## src/rtl/pipe_ctrl_pkg.sv

```systemverilog
// Shared types and constants for the RV32 pipeline hazard controller.
package pipe_ctrl_pkg;

    // Sequencing states of the hazard controller
    typedef enum logic [1:0] {
        RUN      = 2'd0,
        MEM_WAIT = 2'd1,
        ERR      = 2'd2
    } state_e;

    // Operand source selects for the execute-stage ALU inputs
    localparam logic [1:0] FWD_RF = 2'b00;
    localparam logic [1:0] FWD_W  = 2'b01;
    localparam logic [1:0] FWD_M  = 2'b10;

    // Forward select for one execute source register; memory stage wins over writeback
    function automatic logic [1:0] fwd_sel(
        input logic [4:0] rs,
        input logic [4:0] rd_m,
        input logic       we_m,
        input logic [4:0] rd_w,
        input logic       we_w
    );
        logic [1:0] sel;
        sel = FWD_RF;
        if (we_m && (rd_m != 5'd0) && (rd_m == rs)) begin
            sel = FWD_M;
        end else if (we_w && (rd_w != 5'd0) && (rd_w == rs)) begin
            sel = FWD_W;
        end
        return sel;
    endfunction

endpackage

```

## src/rtl/hazard_fwd_unit.sv

```systemverilog
// Combinational operand forwarding for both execute-stage source registers.
module hazard_fwd_unit
    import pipe_ctrl_pkg::*;
(
    input  logic [4:0] RS1_E,
    input  logic [4:0] RS2_E,
    input  logic [4:0] RD_M,
    input  logic       RegWriteM,
    input  logic [4:0] RD_W,
    input  logic       RegWriteW,
    output logic [1:0] ForwardAE,
    output logic [1:0] ForwardBE
);

    logic [4:0] rs_e [2];
    logic [1:0] fwd  [2];

    assign rs_e[0] = RS1_E;
    assign rs_e[1] = RS2_E;

    // Same priority rule applied independently to each operand
    for (genvar gi = 0; gi < 2; gi++) begin : g_operand
        assign fwd[gi] = fwd_sel(rs_e[gi], RD_M, RegWriteM, RD_W, RegWriteW);
    end

    assign ForwardAE = fwd[0];
    assign ForwardBE = fwd[1];

endmodule

```

## src/rtl/pipe_hazard_ctrl.sv

```systemverilog
// Hazard and sequencing controller for the 5-stage RV32 pipeline:
// load-use stalls, taken-branch flushes, data-memory waits with a watchdog,
// operand forwarding and saturating stall/flush debug counters.
module pipe_hazard_ctrl
    import pipe_ctrl_pkg::*;
#(
    parameter int MEM_TIMEOUT = 64,
    parameter int CNT_W       = 16
) (
    input  logic             clk,
    input  logic             rst,
    input  logic [4:0]       RS1_D,
    input  logic [4:0]       RS2_D,
    input  logic [4:0]       RS1_E,
    input  logic [4:0]       RS2_E,
    input  logic [4:0]       RD_E,
    input  logic             MemReadE,
    input  logic             PCSrcE,
    input  logic [4:0]       RD_M,
    input  logic             RegWriteM,
    input  logic             MemReqM,
    input  logic             MemReadyM,
    input  logic [4:0]       RD_W,
    input  logic             RegWriteW,
    input  logic             cnt_clr,
    output logic             StallF,
    output logic             StallD,
    output logic             StallE,
    output logic             StallM,
    output logic             FlushD,
    output logic             FlushE,
    output logic             FlushW,
    output logic [1:0]       ForwardAE,
    output logic [1:0]       ForwardBE,
    output logic             MemErr,
    output logic [CNT_W-1:0] stall_cnt,
    output logic [CNT_W-1:0] flush_cnt
);

    // Wait counter only needs to reach MEM_TIMEOUT
    localparam int                WAIT_W      = (MEM_TIMEOUT > 1) ? $clog2(MEM_TIMEOUT + 1) : 1;
    localparam logic [WAIT_W-1:0] TIMEOUT_VAL = WAIT_W'(MEM_TIMEOUT);
    localparam logic [WAIT_W-1:0] WAIT_MAX    = '1;
    localparam logic [CNT_W-1:0]  CNT_MAX     = '1;

    state_e             state_q, state_d;
    logic [WAIT_W-1:0]  wait_cnt_q, wait_cnt_d;
    logic [CNT_W-1:0]   stall_cnt_q, stall_cnt_d;
    logic [CNT_W-1:0]   flush_cnt_q, flush_cnt_d;
    logic               mem_err_q, mem_err_d;

    logic               lu_haz;
    logic               mem_busy;
    logic               br_flush;
    logic               any_stall;
    logic [1:0]         fwd_a, fwd_b;

    assign lu_haz   = MemReadE && (RD_E != 5'd0) && ((RD_E == RS1_D) || (RD_E == RS2_D));
    assign mem_busy = MemReqM && !MemReadyM;

    hazard_fwd_unit u_fwd (
        .RS1_E     (RS1_E),
        .RS2_E     (RS2_E),
        .RD_M      (RD_M),
        .RegWriteM (RegWriteM),
        .RD_W      (RD_W),
        .RegWriteW (RegWriteW),
        .ForwardAE (fwd_a),
        .ForwardBE (fwd_b)
    );

    // Forwarding is neutral while the pipeline is being reset
    assign ForwardAE = rst ? FWD_RF : fwd_a;
    assign ForwardBE = rst ? FWD_RF : fwd_b;

    // Mealy stall/flush decode: reset bubbles, then memory freeze, branch, load-use
    always_comb begin
        StallF   = 1'b0;
        StallD   = 1'b0;
        StallE   = 1'b0;
        StallM   = 1'b0;
        FlushD   = 1'b0;
        FlushE   = 1'b0;
        FlushW   = 1'b0;
        br_flush = 1'b0;
        if (rst) begin
            FlushD = 1'b1;
            FlushE = 1'b1;
            FlushW = 1'b1;
        end else if ((state_q == ERR) || mem_busy) begin
            // Execute is frozen, so branch and load-use are re-presented later
            StallF = 1'b1;
            StallD = 1'b1;
            StallE = 1'b1;
            StallM = 1'b1;
            FlushW = 1'b1;
        end else if (PCSrcE) begin
            // A load-use on the wrong-path decode instruction is irrelevant
            FlushD   = 1'b1;
            FlushE   = 1'b1;
            br_flush = 1'b1;
        end else if (lu_haz) begin
            StallF = 1'b1;
            StallD = 1'b1;
            FlushE = 1'b1;
        end
    end

    assign any_stall = StallF | StallD | StallE | StallM;

    // Sequencing FSM with memory-wait watchdog
    always_comb begin
        state_d    = state_q;
        wait_cnt_d = wait_cnt_q;
        mem_err_d  = mem_err_q;
        case (state_q)
            RUN: begin
                if (mem_busy) begin
                    state_d    = MEM_WAIT;
                    wait_cnt_d = WAIT_W'(1);
                end
            end
            MEM_WAIT: begin
                if (MemReadyM) begin
                    state_d    = RUN;
                    wait_cnt_d = '0;
                end else if (mem_busy) begin
                    if ((MEM_TIMEOUT != 0) && (wait_cnt_q == TIMEOUT_VAL)) begin
                        state_d   = ERR;
                        mem_err_d = 1'b1;
                    end else if (wait_cnt_q != WAIT_MAX) begin
                        wait_cnt_d = wait_cnt_q + WAIT_W'(1);
                    end
                end
            end
            ERR: begin
                state_d = ERR;
            end
            default: begin
                state_d = RUN;
            end
        endcase
    end

    // Saturating debug counters; clear beats increment
    always_comb begin
        stall_cnt_d = stall_cnt_q;
        flush_cnt_d = flush_cnt_q;
        if (cnt_clr) begin
            stall_cnt_d = '0;
            flush_cnt_d = '0;
        end else begin
            if (any_stall && (stall_cnt_q != CNT_MAX)) begin
                stall_cnt_d = stall_cnt_q + CNT_W'(1);
            end
            if (br_flush && (flush_cnt_q != CNT_MAX)) begin
                flush_cnt_d = flush_cnt_q + CNT_W'(1);
            end
        end
    end

    // State and counter registers
    always_ff @(posedge clk) begin
        if (rst) begin
            state_q     <= RUN;
            wait_cnt_q  <= '0;
            stall_cnt_q <= '0;
            flush_cnt_q <= '0;
            mem_err_q   <= 1'b0;
        end else begin
            state_q     <= state_d;
            wait_cnt_q  <= wait_cnt_d;
            stall_cnt_q <= stall_cnt_d;
            flush_cnt_q <= flush_cnt_d;
            mem_err_q   <= mem_err_d;
        end
    end

    assign MemErr    = mem_err_q;
    assign stall_cnt = stall_cnt_q;
    assign flush_cnt = flush_cnt_q;

endmodule
```

## config.mk

```make
export PLATFORM = sky130hd
export DESIGN_NAME = pipe_hazard_ctrl
export DESIGN_NICKNAME = d
export VERILOG_FILES = /design/src/rtl/pipe_ctrl_pkg.sv /design/src/rtl/hazard_fwd_unit.sv /design/src/rtl/pipe_hazard_ctrl.sv
export SDC_FILE = /design/constraint.sdc
export NUM_CORES = 1
export LEC_CHECK = 0
export ABC_AREA = 1
export ABC_CLOCK_PERIOD_IN_PS = 5300
export CAP_MARGIN = 20
export CELL_PAD_IN_SITES_DETAIL_PLACEMENT = 1
export CELL_PAD_IN_SITES_GLOBAL_PLACEMENT = 1
export CORE_MARGIN = 2
export CORE_UTILIZATION = 35
export CTS_CLUSTER_DIAMETER = 30
export DETAILED_ROUTE_END_ITERATION = 12
export PLACE_DENSITY_LB_ADDON = 0.3
export SYNTH_ARGS = -nofsm -noshare
export SYNTH_HDL_FRONTEND = slang
export SYNTH_SLANG_ARGS = --single-unit
```

## constraint.sdc

```tcl
create_clock -name clk -period 5.3 [get_ports clk]
set_input_delay 1.59 -clock clk [delete_from_list [all_inputs] [get_ports clk]]
set_output_delay 1.59 -clock clk [all_outputs]
set_load 0.01 [all_outputs]
```

==> impl_metrics.json, run 1 <==
{
  "port_buffers": 87,
  "dp_hpwl_um": 7435,
  "skew_ns": 0.005843,
  "layout_common_cells": "120 x nand2_1, 87 x clkdlybuf4s50_1, 51 x nor2_1, 50 x inv_1, 42 x dfxtp_1",
  "syn-num-nets": 513,
  "synth_edf_count": 0,
  "ir_drop_v": 0.0001128,
  "cp-end-kind": "output pin",
  "clock_latency_ns": 0.30,
  "ys_seq_elements": 42,
  "hold_path.class": "reg2reg",
  "ys_types": 34,
  "crit_required_ns": 3.71,
  "layout_worst_path_cycle_share_pct": 96.77,
  "vias": 3274,
  "antenna_found_initial": 0,
  "hold_viol_final": 0,
  "core_area_um2": 8258,
  "slew_headroom_pct": 45.89,
  "ys.flop_type": "dfxtp_1",
  "clkTransAtPathRegs_ns": 0.08,
  "place_area_um2": 3955,
  "drc_errors": 0,
  "ctsLongestPathBuffers": 2,
  "wire_per_inst_um": 14.36,
  "ys_warn_count": 0,
  "arrival_ns": 3.54,
  "synth.avg_cell_area_um2": 6.447,
  "initial_utilization_pct": 36.30,
  "cellLeakagePower_nw": 1.506,
  "worst_setup_path_start_kind": "input pin",
  "cts_hold_buf": 0,
  "grt_max_degree": 22,
  "drtPass1Iterations": 4,
  "diodes": 0,
  "layout_commonest_cell": "nand2_1",
  "reg2reg_depth": 9,
  "ant_nets": 0,
  "ios": 88,
  "worstHoldPathCells": 2,
  "area_delta_synth_final_pct": 35.68,
  "status": "finished, final reports clean",
  "yosysSeqAreaShare_pct": 28.05,
  "drv_slew": 0,
  "rows": 33,
  "drive_gt1_share_pct": 7.455,
  "stdcell_count": 655,
  "cts_made_buffers": 5,
  "power_mw": 0.7028,
  "ys_async_sr_fraction_pct": 0,
  "cts_tree": "built",
  "setup_slack_ns": 0.1709,
  "grt.overflow.total": 0,
  "cts_max_level": 2,
  "crit_fanout": 3,
  "crit_type": "in2out",
  "cts.sink_count": 42,
  "final_nets": 597,
  "fillers": 1092,
  "powerDensity_nw_per_um2": 172.8,
  "final_area_um2": 4068,
  "cts_root_buffer": "clkbuf_8",
  "dp_slack_ns": 0.1272,
  "fmax_ghz": 0.1950,
  "fp.dieH_um": 96.55,
  "grt_pass1_vias": 3403,
  "drv_cap": 0,
  "dieArea_um2": 9322,
  "syn_inst": 465,
  "wl_um": 9406,
  "dp.cells": 647,
  "setup_violations": 0,
  "gp_congestion": 0.8482,
  "track_usage_pct": 21.45,
  "tightest_slew_ns": 0.8107,
  "period_needed_ns": 5.129,
  "drt-vias-per-instance": 4.998,
  "grt_pass1_wl_um": 15810,
  "synth_area_um2": 2998,
  "drt_iter0_drc": 77,
  "die_w_um": 96.55
}
==> cell families (layout without fill, tap and decap cells) <==
| group | after synthesis | count (layout) | share of synthesized area (%) |
|---|---|---|---|
| buf+inv | 75 | 160 | 10.14 |
| fa+ha+maj | 4 | 4 | 1.670 |
| xor+xnor | 38 | 38 | 11.10 |
| simple gates | 254 | 254 | 39.15 |
| flops | 42 | 42 | 28.05 |
| compound gates | 52 | 52 | 9.891 |
==> worst paths after layout <==
| check | from | end | slack, ns |
|---|---|---|---|
| worst max-delay path | RD_M[3] | ForwardAE[1] | 0.17 |
| worst max register to register | stall_cnt[0] | stall_cnt[14] | 3.19 |
| worst min register to register | MemErr | MemErr | 0.46 |
| worst min-delay path | MemErr | MemErr | 0.46 |
==> registers in the layout, summed over array words and instances (netlist names) <==
signal / cells
state_q: 2
wait_cnt_q: 7
flush_cnt: 16
stall_cnt: 16
MemErr: 1
==> cell usage after synthesis, types with 3 or more instances <==
cell      number  area, um^2
nor2_1        51       191.4
nand3_1       26       130.1
clkbuf_1       7       26.28
inv_1         50       187.7
dfxtp_1       42       840.8
a21oi_1       30       150.1
o21ai_1        3       15.01
a21oi_2        5       43.79
nand2_1      120       450.4
o21ai_0        9       45.04
xor2_1        29       254.0
inv_2         11       41.29
buf_2          3       15.01
nor3_1         9       45.04
xnor2_1        9       78.83
nor4_1         6       37.54
or2_2          3       18.77
buf_4          3       22.52
nand4_1       22       137.6
ha_1           4       50.05
nor3b_1        7       52.55
==> critical path, cell delays in order <==
cell             delay (ns)
clkdlybuf4s50_1        0.47
xor2_1                 0.19
or2_2                  0.31
nor4_1                 0.27
inv_1                  0.08
nor2_1                 0.09
clkdlybuf4s50_1        0.54
==> routing by layer <==
| layer | wire length, um | track usage (%) | vias to the layer above | part of all wire [%] |
|---|---|---|---|---|
| li1 | - | - | 1670 | - |
| met1 | 4273 | 26.10 | 1555 | 45 |
| met2 | 4828 | 39.24 | 41 | 51 |
| met3 | 183 | 2.948 | 8 | 1.9 |
| met4 | 121 | 6.103 | 0 | 1.3 |
| met5 | 0 | 0 | - | 0 |
==> what timing repair did <==
action / in CTS / in global routing
endpoints found under the setup margin: 0 / 1
setup buffers: 0 / 0
resized for setup: 0 / 1
==> metrics by stage <==
step,hold WS (ns),util (%),TNS [ns]
final,0.4611,49.26,0
after global routing,0.5132,49.26,-0.01359
after CTS,0.4626,49.18,0
after detailed placement,0.4504,47.89,0
after global placement,0.4401,47.89,0
after floorplan,0.4714,-,0
==> final cells by class <==
type / instances / area (um^2) / share of cell area, %
inverter: 61 / 229.0 / 5.629
sequential: 42 / 840.8 / 20.67
clock buffer: 7 / 76.32 / 1.876
clock inverter: 1 / 30.03 / 0.7382
multi-input combinational: 348 / 1859 / 45.71
tap: 105 / 131.4 / 3.230
timing repair buffer: 91 / 900.9 / 22.15
==> power breakdown <==
part	total [mW]	internal, mW	switching, mW
combinational	0.125	0.0591	0.0663
sequential	0.321	0.318	0.00337
clock	0.257	0.141	0.115
total	0.703	0.518	0.185
(Power assumes the default switching activity.)
==> inputs of run 2 (changes only) <==
Settings changed: TNS_END_PERCENT from default to 10.
==> results of run 2 <==
Final layout, timing and power as in run 1 (identical DEF).
==> inputs of run 3 (changes only) <==
Settings changed: CTS_CLUSTER_SIZE from default to 30, SETUP_SLACK_MARGIN from default to 0.1, SYNTH_HIERARCHICAL from default to 1.
==> impl_metrics.json, run 3 <==
{
  "gp_congestion": 0.8224,
  "ys_async_sr_fraction_pct": 0,
  "ys_seq_elements": 42,
  "initial_utilization_pct": 35.64,
  "ys.flop_type": "dfxtp_1",
  "netlist_top_cells_count": "139 x nand2_1, 63 x inv_1, 57 x nor2_1, 42 x dfxtp_1, 35 x a21oi_1",
  "port_buffers": 87,
  "core_area_um2": 8593,
  "worstHoldPathCells": 2,
  "cts_setup_buffers": 0,
  "ys_types": 37,
  "vias": 3450,
  "ys_warn_count": 6,
  "antenna_found_initial": 0,
  "drt_iter0_drc": 92,
  "cts.repair.resized": 0,
  "regToRegStartpoint": "flush_cnt[0]",
  "finalSetupTns_ns": 0,
  "drtPass1Iterations": 4,
  "dieArea_um2": 9516,
  "powerDensity_nw_per_um2": 173.6,
  "ant_nets": 0,
  "layout_worst_path_cycle_share_pct": 93.92,
  "cts_made_buffers": 5,
  "cts.sink_count": 42,
  "clkTransAtPathRegs_ns": 0.08,
  "cts_max_level": 2,
  "grt_max_degree": 19,
  "ios": 88,
  "cellLeakagePower_nw": 1.566,
  "tightest_slew_ns": 0.7178,
  "hold_path.class": "reg2reg",
  "ir_drop_v": 0.00008868,
  "min_to": "MemErr",
  "wire_per_inst_um": 13.53,
  "fmax_ghz": 0.2009,
  "synth_edf_count": 0,
  "yosysSeqAreaShare_pct": 27.45,
  "synth.avg_cell_area_um2": 6.188,
  "crit_type": "in2out",
  "drv_cap": 0,
  "area_delta_synth_final_pct": 35.05,
  "synth_area_um2": 3063,
  "drc_errors": 0,
  "slew_headroom_pct": 51.78,
  "pwr-share-comb_pct": 18.8,
  "grt_pass1_wl_um": 16440,
  "arrival_ns": 3.39,
  "cp-end-kind": "output pin",
  "p_int_mw": 0.5198,
  "drt-vias-per-instance": 5.000,
  "track_usage_pct": 20.39,
  "layout_commonest_cell": "nand2_1",
  "crit_fanout": 3,
  "clock_latency_ns": 0.30,
  "hold_start": "MemErr",
  "layout_common_cells": "139 x nand2_1, 87 x clkdlybuf4s50_1, 63 x inv_1, 57 x nor2_1, 42 x dfxtp_1",
  "reg2reg_slack_ns": 3.21,
  "skew_ns": 0.01535,
  "status": "finished, final reports clean",
  "dp.cells": 682,
  "grt.overflow.total": 0,
  "final_nets": 629,
  "crit_required_ns": 3.71,
  "drive_gt1_share_pct": 7.045,
  "clkPwrFrac_pct": 36.4,
  "die_w_um": 97.55,
  "drv_slew": 0,
  "syn_inst": 495,
  "period_needed_ns": 4.978,
  "dp_hpwl_um": 7390,
  "stdcell_count": 690,
  "wl_um": 9339,
  "swShare_pct": 27.60,
  "synth_top_area_share_pct": 27.45,
  "switching_power_mw": 0.1982,
  "grt_pass1_vias": 3610,
  "hold_viol_final": 0,
  "cts_hold_buf": 0,
  "fp.dieH_um": 97.55,
  "fin_util_pct": 48.14,
  "reg2reg_depth": 10,
  "rsz0062_at_grt": "false",
  "cts_tree": "built",
  "crit-reg2reg-capture": "flush_cnt[9]",
  "pwr-share-seq_pct": 44.8,
  "diodes": 0,
  "startpoint": "RD_E[2]",
  "syn-num-nets": 543,
  "ys_top_cells_by_area": "dfxtp_1 27%, nand2_1 17%, inv_1 7.7%",
  "worst_setup_path_start_kind": "input pin",
  "setup_violations": 0,
  "synth_top_area_cell": "dfxtp_1",
  "hold_slack_ns": 0.4855,
  "cts_root_buffer": "clkbuf_8",
  "ctsLongestPathBuffers": 2,
  "rows": 34,
  "yosysMostFrequentCell": "nand2_1",
  "power_mw": 0.7180
}
-- run 3: critical path, stage by stage --
cell and delay (ns):
clkdlybuf4s50_1 0.54, inv_2 0.06, nand2_1 0.07, nand2_1 0.05, nor2_1 0.09, nand3_1 0.08
nand2_1 0.07, nand2_1 0.09, a21oi_1 0.18, clkdlybuf4s50_1 0.56
-- run 3: worst max-delay path by stage --
stage               endpoint
floorplan             FlushE
global placement      StallF
detailed placement    StallD
CTS                   StallD
global route          StallF
finish                StallF
-- run 3: cell families (layout without fill, tap and decap cells) --
family | Yosys count | count (layout) | synth area share [%]
and+or+nand+nor | 279 | 279 | 41.75
buffers and inverters | 85 | 172 | 11.36
AOI/OAI and AO/OA | 57 | 57 | 9.804
DFF | 42 | 42 | 27.45
xor gates and xnor gates | 28 | 28 | 8.007
adders and majority gates | 4 | 4 | 1.634
-- run 3: through the flow --
stage	setup slack (ns)	cell area [um^2]
after global routing	0.1539	4136
after detailed placement	0.3419	4026
final	0.3225	4136
after CTS	0.3346	4136
after floorplan	1.193	3063
after global placement	0.3709	4026
-- run 3: layer usage --
metal,global-route usage [%],up-vias,wire length [um]
li1,-,1751,-
met1,24.70,1612,4270
met2,37.19,74,4575
met3,3.309,13,356
met4,5.449,0,137
met5,0,-,0
-- run 3: layout make-up --
cell class | count | area (um^2)
sequential | 42 | 840.8
tap | 108 | 135.1
fill | 1183 | 4457
multi-input combinational | 368 | 1874
clock inverter | 2 | 37.54
inverter | 73 | 275.3
timing repair buffer | 91 | 900.9
clock buffer | 6 | 72.57
-- run 3: power groups by stage --
stage               logic (mW)  registers, mW  clock network (mW)
floorplan               0.0690          0.328                   0
global placement         0.131          0.329                   0
detailed placement       0.136          0.329                   0
CTS                      0.136          0.322               0.269
global route             0.151          0.322               0.283
finish                   0.135          0.322               0.261
